--- src/rtl/lock_code_fsm.sv ---
// lock_code_fsm
//   Combination-lock controller driven by the 1-cycle tick from rate_divider.
//   Collects four hex digits on enter pulses, compares them against the stored
//   code, then either opens for a number of ticks or counts a failure. Enough
//   consecutive failures cause a lockout lasting a number of ticks. Every
//   timeout and duration counts ticks, never raw clocks.
//
//   Optional feature macro: PROGRAMMABLE_CODE_EN
//     When defined, a set_code input is added. Pulsing it while open enters a
//     programming state in which the next four digits replace the code.
//
// Ports
//   CLOCK_50   in   system clock, all logic on posedge
//   reset      in   synchronous active-high reset
//   tick       in   1-cycle time base pulse
//   digit      in   4-bit hex digit, sampled when enter=1
//   enter      in   1-cycle pulse: accept digit
//   clear      in   1-cycle pulse: abort entry / relock
//   set_code   in   (PROGRAMMABLE_CODE_EN only) start code programming in OPEN
//   unlocked   out  high while open (and while programming)
//   lockout    out  high while locked out
//   error      out  1-cycle pulse during the check cycle of a mismatch
//   digit_cnt  out  digits accepted in the current entry (0..4)
//   fail_cnt   out  consecutive mismatches, saturating at MAX_FAILS
module lock_code_fsm #(
  parameter logic [15:0] CODE          = 16'h1234,
  parameter int          TIMEOUT_TICKS = 10,
  parameter int          OPEN_TICKS    = 5,
  parameter int          MAX_FAILS     = 3,
  parameter int          LOCKOUT_TICKS = 20
) (
  input  logic       CLOCK_50,
  input  logic       reset,
  input  logic       tick,
  input  logic [3:0] digit,
  input  logic       enter,
  input  logic       clear,
`ifdef PROGRAMMABLE_CODE_EN
  input  logic       set_code,
`endif
  output logic       unlocked,
  output logic       lockout,
  output logic       error,
  output logic [2:0] digit_cnt,
  output logic [1:0] fail_cnt
);

  // Terminal counts are compared against the pre-increment counter value, so
  // the tick that makes the count reach N is the one that leaves the state.
  localparam logic [7:0] TimeoutLast = 8'(TIMEOUT_TICKS - 1);
  localparam logic [7:0] OpenLast    = 8'(OPEN_TICKS - 1);
  localparam logic [7:0] LockoutLast = 8'(LOCKOUT_TICKS - 1);
  localparam logic [1:0] MaxFails    = 2'(MAX_FAILS);

  typedef enum logic [2:0] {
    ST_IDLE,
    ST_ENTRY,
    ST_CHECK,
    ST_OPEN,
    ST_LOCKOUT
`ifdef PROGRAMMABLE_CODE_EN
    , ST_PROG
`endif
  } state_e;

  state_e      state_q;
  logic [15:0] entry_q;
  logic [7:0]  tickCnt_q;
  logic [2:0]  digitCnt_q;
  logic [1:0]  failCnt_q;
  logic        unlocked_q;
  logic        lockout_q;
  logic        error_q;
  logic [15:0] activeCode;
  logic [15:0] entryShift_d;

`ifdef PROGRAMMABLE_CODE_EN
  logic [15:0] code_q;
  assign activeCode = code_q;
`else
  assign activeCode = CODE;
`endif

  assign entryShift_d = {entry_q[11:0], digit};

  assign unlocked  = unlocked_q;
  assign lockout   = lockout_q;
  assign error     = error_q;
  assign digit_cnt = digitCnt_q;
  assign fail_cnt  = failCnt_q;

  always_ff @(posedge CLOCK_50) begin
    if (reset) begin
      state_q    <= ST_IDLE;
      entry_q    <= 16'h0000;
      tickCnt_q  <= 8'd0;
      digitCnt_q <= 3'd0;
      failCnt_q  <= 2'd0;
      unlocked_q <= 1'b0;
      lockout_q  <= 1'b0;
      error_q    <= 1'b0;
`ifdef PROGRAMMABLE_CODE_EN
      code_q     <= CODE;
`endif
    end else begin
      error_q <= 1'b0;
      case (state_q)
        ST_IDLE: begin
          if (clear) begin
            digitCnt_q <= 3'd0;
            entry_q    <= 16'h0000;
          end else if (enter) begin
            entry_q    <= {12'h000, digit};
            digitCnt_q <= 3'd1;
            tickCnt_q  <= 8'd0;
            state_q    <= ST_ENTRY;
          end
        end

        ST_ENTRY: begin
          if (clear) begin
            digitCnt_q <= 3'd0;
            entry_q    <= 16'h0000;
            tickCnt_q  <= 8'd0;
            state_q    <= ST_IDLE;
          end else if (enter) begin
            entry_q    <= entryShift_d;
            digitCnt_q <= digitCnt_q + 3'd1;
            tickCnt_q  <= 8'd0;
            if (digitCnt_q == 3'd3) begin
              // The error pulse is registered here so it is high during CHECK.
              error_q <= (entryShift_d != activeCode);
              state_q <= ST_CHECK;
            end
          end else if (tick) begin
            if (tickCnt_q == TimeoutLast) begin
              digitCnt_q <= 3'd0;
              entry_q    <= 16'h0000;
              tickCnt_q  <= 8'd0;
              state_q    <= ST_IDLE;
            end else begin
              tickCnt_q <= tickCnt_q + 8'd1;
            end
          end
        end

        ST_CHECK: begin
          digitCnt_q <= 3'd0;
          entry_q    <= 16'h0000;
          tickCnt_q  <= 8'd0;
          if (entry_q == activeCode) begin
            failCnt_q  <= 2'd0;
            unlocked_q <= 1'b1;
            state_q    <= ST_OPEN;
          end else begin
            failCnt_q <= failCnt_q + 2'd1;
            if ((failCnt_q + 2'd1) == MaxFails) begin
              lockout_q <= 1'b1;
              state_q   <= ST_LOCKOUT;
            end else begin
              state_q <= ST_IDLE;
            end
          end
        end

        ST_OPEN: begin
          if (clear) begin
            unlocked_q <= 1'b0;
            tickCnt_q  <= 8'd0;
            state_q    <= ST_IDLE;
`ifdef PROGRAMMABLE_CODE_EN
          end else if (set_code) begin
            tickCnt_q  <= 8'd0;
            digitCnt_q <= 3'd0;
            entry_q    <= 16'h0000;
            state_q    <= ST_PROG;
`endif
          end else if (tick) begin
            if (tickCnt_q == OpenLast) begin
              unlocked_q <= 1'b0;
              tickCnt_q  <= 8'd0;
              state_q    <= ST_IDLE;
            end else begin
              tickCnt_q <= tickCnt_q + 8'd1;
            end
          end
        end

        ST_LOCKOUT: begin
          if (tick) begin
            if (tickCnt_q == LockoutLast) begin
              lockout_q <= 1'b0;
              failCnt_q <= 2'd0;
              tickCnt_q <= 8'd0;
              state_q   <= ST_IDLE;
            end else begin
              tickCnt_q <= tickCnt_q + 8'd1;
            end
          end
        end

`ifdef PROGRAMMABLE_CODE_EN
        // Programming reuses the entry shifter; the code register only
        // changes once all four digits have arrived, so an abort keeps it.
        ST_PROG: begin
          if (clear) begin
            unlocked_q <= 1'b0;
            digitCnt_q <= 3'd0;
            entry_q    <= 16'h0000;
            tickCnt_q  <= 8'd0;
            state_q    <= ST_IDLE;
          end else if (enter) begin
            tickCnt_q <= 8'd0;
            if (digitCnt_q == 3'd3) begin
              code_q     <= entryShift_d;
              unlocked_q <= 1'b0;
              digitCnt_q <= 3'd0;
              entry_q    <= 16'h0000;
              state_q    <= ST_IDLE;
            end else begin
              entry_q    <= entryShift_d;
              digitCnt_q <= digitCnt_q + 3'd1;
            end
          end else if (tick) begin
            if (tickCnt_q == TimeoutLast) begin
              unlocked_q <= 1'b0;
              digitCnt_q <= 3'd0;
              entry_q    <= 16'h0000;
              tickCnt_q  <= 8'd0;
              state_q    <= ST_IDLE;
            end else begin
              tickCnt_q <= tickCnt_q + 8'd1;
            end
          end
        end
`endif

        default: begin
          state_q <= ST_IDLE;
        end
      endcase
    end
  end

endmodule

--- config.mk ---
export PLATFORM = sky130hd
export DESIGN_NAME = lock_code_fsm
export DESIGN_NICKNAME = d
export VERILOG_FILES = /design/src/rtl/lock_code_fsm.sv
export SDC_FILE = /design/constraint.sdc
export NUM_CORES = 1
export LEC_CHECK = 0
export CORE_MARGIN = 5
export CORE_UTILIZATION = 55
export DETAILED_ROUTE_END_ITERATION = 16
export PLACE_DENSITY = 0.86
export SYNTH_ARGS = -nofsm -noshare
export SYNTH_HDL_FRONTEND = slang
export SYNTH_SLANG_ARGS = --single-unit
--- constraint.sdc ---
create_clock -name CLOCK_50 -period 2.7 [get_ports CLOCK_50]
set_input_delay 0.81 -clock CLOCK_50 [delete_from_list [all_inputs] [get_ports CLOCK_50]]
set_output_delay 0.81 -clock CLOCK_50 [all_outputs]
set_load 0.01 [all_outputs]
Word-level counts from Yosys, hierarchy flattened:

Cells that the tools add are included.

* bits in registers: 35
* bits in latches: 0
* RAM bits: 0
* output and inout port bits: 8
* memory bits (read-only): 0
* logic and storage cells: 102
* memories kept: 0

* mux-type cells: 52
* bitwise gates (word level): 3
* $lt $le $gt $ge: 0
* shift operators: 0
* add/sub/neg operators: 3
* reduce and logical (&&, ||, !) cells: 12
* equal/unequal tests: 24
* divide/modulo/power cells: 0
* multiply operators: 0

Operators with widths (number)
* 16-bit two-way mux: 6
* 8-bit two-way mux: 11
* 3-bit two-way mux: 17
* 16-bit one-hot mux with 3 select lines: 1
* 8-bit one-hot mux with 5 select lines: 1
* 16-bit by 13-bit equality test with 1-bit output (second input constant): 1
* 16-bit by 13-bit inequality test with 1-bit output (second input constant): 1
* 3-bit one-hot mux with 5 select lines: 1
* 2-bit inequality test (second input constant): 7
* 4-bit inequality test (second input constant): 3
* 3-bit by 2-bit equality test with 1-bit output (second input constant): 3
* 3-bit inequality test (second input constant): 3
* 3-bit one-hot mux with 3 select lines: 1
* 9-bit AND reduction: 1
* 8-bit by 1-bit adder with 8-bit output (second input constant): 1
* 8-bit by 3-bit equality test with 1-bit output (second input constant): 1
* 8-bit by 4-bit equality test with 1-bit output (second input constant): 1
* 8-bit by 5-bit equality test with 1-bit output (second input constant): 1
* 1-bit two-way mux: 8
* 4-bit AND reduction: 2
* 2-bit two-way mux: 3
* 6-bit AND reduction: 1
* 5-bit AND reduction: 1
* 5-bit nonzero test: 1
* 13 further kinds: 17

Longest topological paths before layout:

Gate-level depths: netlist (run 1).

* word-level depth: 6
* depth in mapped cells: 8
* gate-level depth less buffers: 7

Worst setup path before layout (run 1):

No wires, ideal clock.

* path kind: in2reg
* start: input clear
* end: register tickCnt_q[4]
* path slack: 501 ps
* stages on the path: 5
* arrival time: 2125 ps
* path buffers: 0
* cells stage by stage: or3b_1 -> a21o_1 -> and2_4 -> or4_1 -> a31oi_1

* word-level cells in the longest chain between the ends: 2
* elaborated cells between the ends (all ways): 7

Ends and longest elaborated chain
* from (decl): RTL line 37 `input logic clear,`
* 4-bit inequality test (no line) (tied with other cells)
* 6-bit AND reduction (no line) / 8-bit one-hot mux with 5 select lines (equally long branches)
* to (signal assigned): RTL line 142 `tickCnt_q <= tickCnt_q + 8'd1;`
* to (signal assigned): RTL line 184 `tickCnt_q <= tickCnt_q + 8'd1;`
* to (signal assigned): RTL line 197 `tickCnt_q <= tickCnt_q + 8'd1;`
* to (decl): RTL line 68 `logic [7:0] tickCnt_q;`

Parallel ways exist; a longest one is shown, timed or not.
A chain may end at the register's enable or synchronous reset.

Worst setup path in the final report (run 1):

Ends and elaborated chain as after synthesis.

==> results of run 1 <==
[flip-flops by register name, indices dropped and copies added (netlist names)]
name	flops
fail_cnt	2
digit_cnt	3
state_q	3
unlocked	1
entry_q	16
tickCnt_q	8
lockout	1
error	1
[power by group]
part	internal, mW	switching (mW)
clock	0.100	0.175
combinational	0.292	0.321
sequential	0.561	0.0752
[logic make-up after synthesis]
kind of cell    after synthesis  synth area share (%)
fa+ha+maj                     6                  4.16
simple gates                105                  32.7
flops                        35                  38.8
buf+inv                      18                  4.30
xor+xnor                      2                 0.971
compound gates               50                  19.0
[metrics by stage]
stage	power [mW]	instances	cell area [sq um]	TNS, ns
3_5_place_dp	1.25	278	2080	-0.228
4_1_cts	1.52	286	2130	0
5_1_grt	1.63	286	2130	0
2_1_floorplan	1.02	216	1800	0
6_report	1.52	286	2130	0
3_3_place_gp	1.24	278	2080	-0.0823
[placed cells by master, fill, tap and decap left out, types with 7 or more instances in the layout]
| cell type | instances |
|---|---|
| dfxtp_1 | 35 |
| nor2_1 | 26 |
| nand2_1 | 16 |
| nand3_1 | 16 |
| clkdlybuf4s50_1 | 16 |
| a22oi_1 | 13 |
| buf_4 | 12 |
| a21oi_1 | 9 |
| inv_1 | 7 |
| a31oi_1 | 7 |
[tightest hold or removal path: cells and delay by family, from the launching register on]
kind,cells,cell delay [ns]
and+or+nand+nor,1,0.06
AOI/OAI and AO/OA,1,0.05
DFF,1,0.34
[layout make-up]
| type | count | area, sq um | area share, % |
|---|---|---|---|
| Clock buffer | 6 | 41.3 | 1.94 |
| Tap cell | 44 | 55.1 | 2.58 |
| Inverter | 7 | 26.3 | 1.23 |
| Clock inverter | 2 | 12.5 | 0.587 |
| Multi-Input combinational cell | 163 | 1030 | 48.1 |
| Sequential cell | 35 | 701 | 32.9 |
| Timing Repair Buffer | 29 | 270 | 12.7 |
[worst max-delay path by stage]
stage	to	slack, ns
after global placement	tickCnt_q[4]$_SDFFE_PP0P_	-0.04
after detailed placement	tickCnt_q[3]$_SDFFE_PP0P_	-0.12
after global routing	tickCnt_q[3]$_SDFFE_PP0P_	0.16
final	tickCnt_q[4]$_SDFFE_PP0P_	0.21
after floorplan	tickCnt_q[4]$_SDFFE_PP0P_	0.50
after CTS	tickCnt_q[3]$_SDFFE_PP0P_	0.23
[layer usage]
metal	vias to the layer above	track usage, %	part of all wire (%)
met3	8	4.83	5.5
met5	-	0	0
met2	65	31.9	45
met1	785	26.8	47
met4	0	8.10	1.7
li1	854	-	-
[synthesized netlist by cell type, types with 3 or more instances]
master    count
a21oi_1       9
nand3_1      16
nand4_1       5
nand2b_1      3
o21ai_0       6
ha_1          6
or4_1         3
nand2_1      16
dfxtp_1      35
a22oi_1      13
nor3_1        4
nand3b_1      4
inv_1         7
clkbuf_1      8
nor4b_1       3
nor2_1       26
nor4_1        4
a31oi_1       7
nor4bb_1      3
==> out/metrics.cfg, run 1 <==
[status]
outcome=completed

[global_routing]
antenna_found_initial=0
grt_max_degree=21
grt_pass1_vias=1548
overflow=0
grt_usage_pct=20.3
grt_pass1_wl_um=7010

[die]
core-area_sq_um=3100
num_rows=20
ios=17
design.die.area_sq_um=4530
initial_utilization_pct=58.1
die_w_um=67.3
die_y_um=67.3

[synthesis]
synthCells=216
ys_types=51
ys_seq_area_share_pct=38.8
synth_edf_count=0
ys_warn_count=0
synth_seq_cells=35
synthFlopType=dfxtp_1
yosys-top-cells-area=dfxtp_1, a22oi_1, nor2_1, nand3_1, ha_1
syn_nets=231
async_flop_share_pct=0
syn-cell-area_sq_um=1800
synth_top_area_share_pct=38.8
syn_area_per_cell_sq_um=8.35
synth.largest_area_cell=dfxtp_1

[worst_setup_path]
worst_ep_required_time_ns=2.96
cp.depth=6
start_kind=input port
path_class=in2reg
cp_slowest_stage_delay_ns=0.50
worst-path-max-fanout=4
setup.worst_path.end_class=flip-flop
path_cells=clkdlybuf4s50_1, or3b_1, a21o_1, and2_4, or4_1, a31oi_1
cp_top_family=simple AND/OR/NAND/NOR gates
worstReg2RegEnd=tickCnt_q[2]$_SDFFE_PP0P_
rrSetupSlack_ns=0.57
reg2reg_from=tickCnt_q[0]$_SDFFE_PP0P_
critical_path_buf_inv_count=1
reg2reg_depth=8
crit_arrival_ns=2.75
startpoint=clear
slowest_stage=clkdlybuf4s50_1

[min_path]
holdCritPathClass=reg2reg
hold_start=entry_q[3]$_SDFFE_PP0P_
min_path_cells=2
min_to=entry_q[3]$_SDFFE_PP0P_

[drt]
viasPerCell=5.99
drc_errors=0
ant_nets=0
first_pass_iters=5
routed_wl_um=4030
via_count=1712
first_iter_violations=204
detail_route.wl_per_cell_um=14.1

[clocking]
cts.hold.buffers_added=0
cts_tree=built
cts_sinks=35
post-cts-setup-buffer-count=0
clk_pin_slew_worst_paths_ns=0.10
clock_latency_ns=0.34
post_cts_resized=0
cts_max_level=2
cts_inserted_buffers=5
cts_root_buffer=clkbuf_4
cts_max_path_buffers=2

[pwr]
power_per_cell_area_nw_per_um2=715
peakVddDrop_v=0.000337
p_leak_nw=0.751

[placement]
place_hpwl_um=2980
port_buffers=16
dp_slack_ns=-0.119
place.gp.congestion=0.883

[sta]
setup_viol=0
min_period_over_period_pct=92.1
period_needed_ns=2.49
finalMaxSlewViolations=0
rsz0062_at_grt=no
clock-skew-final_ns=0.00800
finalHoldViolCount=0
tightest_slew_ns=0.534
setup_ws_ns=0.214
max_freq_ghz=0.402
relSlewSlack_pct=64.1
holdWs_ns=0.495

[layout]
n_fill_cell=271
layout-drive-gt1-share_pct=12.4
n_antenna_cell=0
nNetsFinal=256
final_core_util_pct=68.7
syn_to_final_growth_pct=18.2

[job]
maxCapViolCount=0

No activity file was read; power rests on OpenSTA's default activity.
==> run 2, diff against run 1 <==
Settings changed: SLEW_MARGIN set to 20.
==> results of run 2 <==
No change in the layout: final DEF, timing and power equal those of run 1.
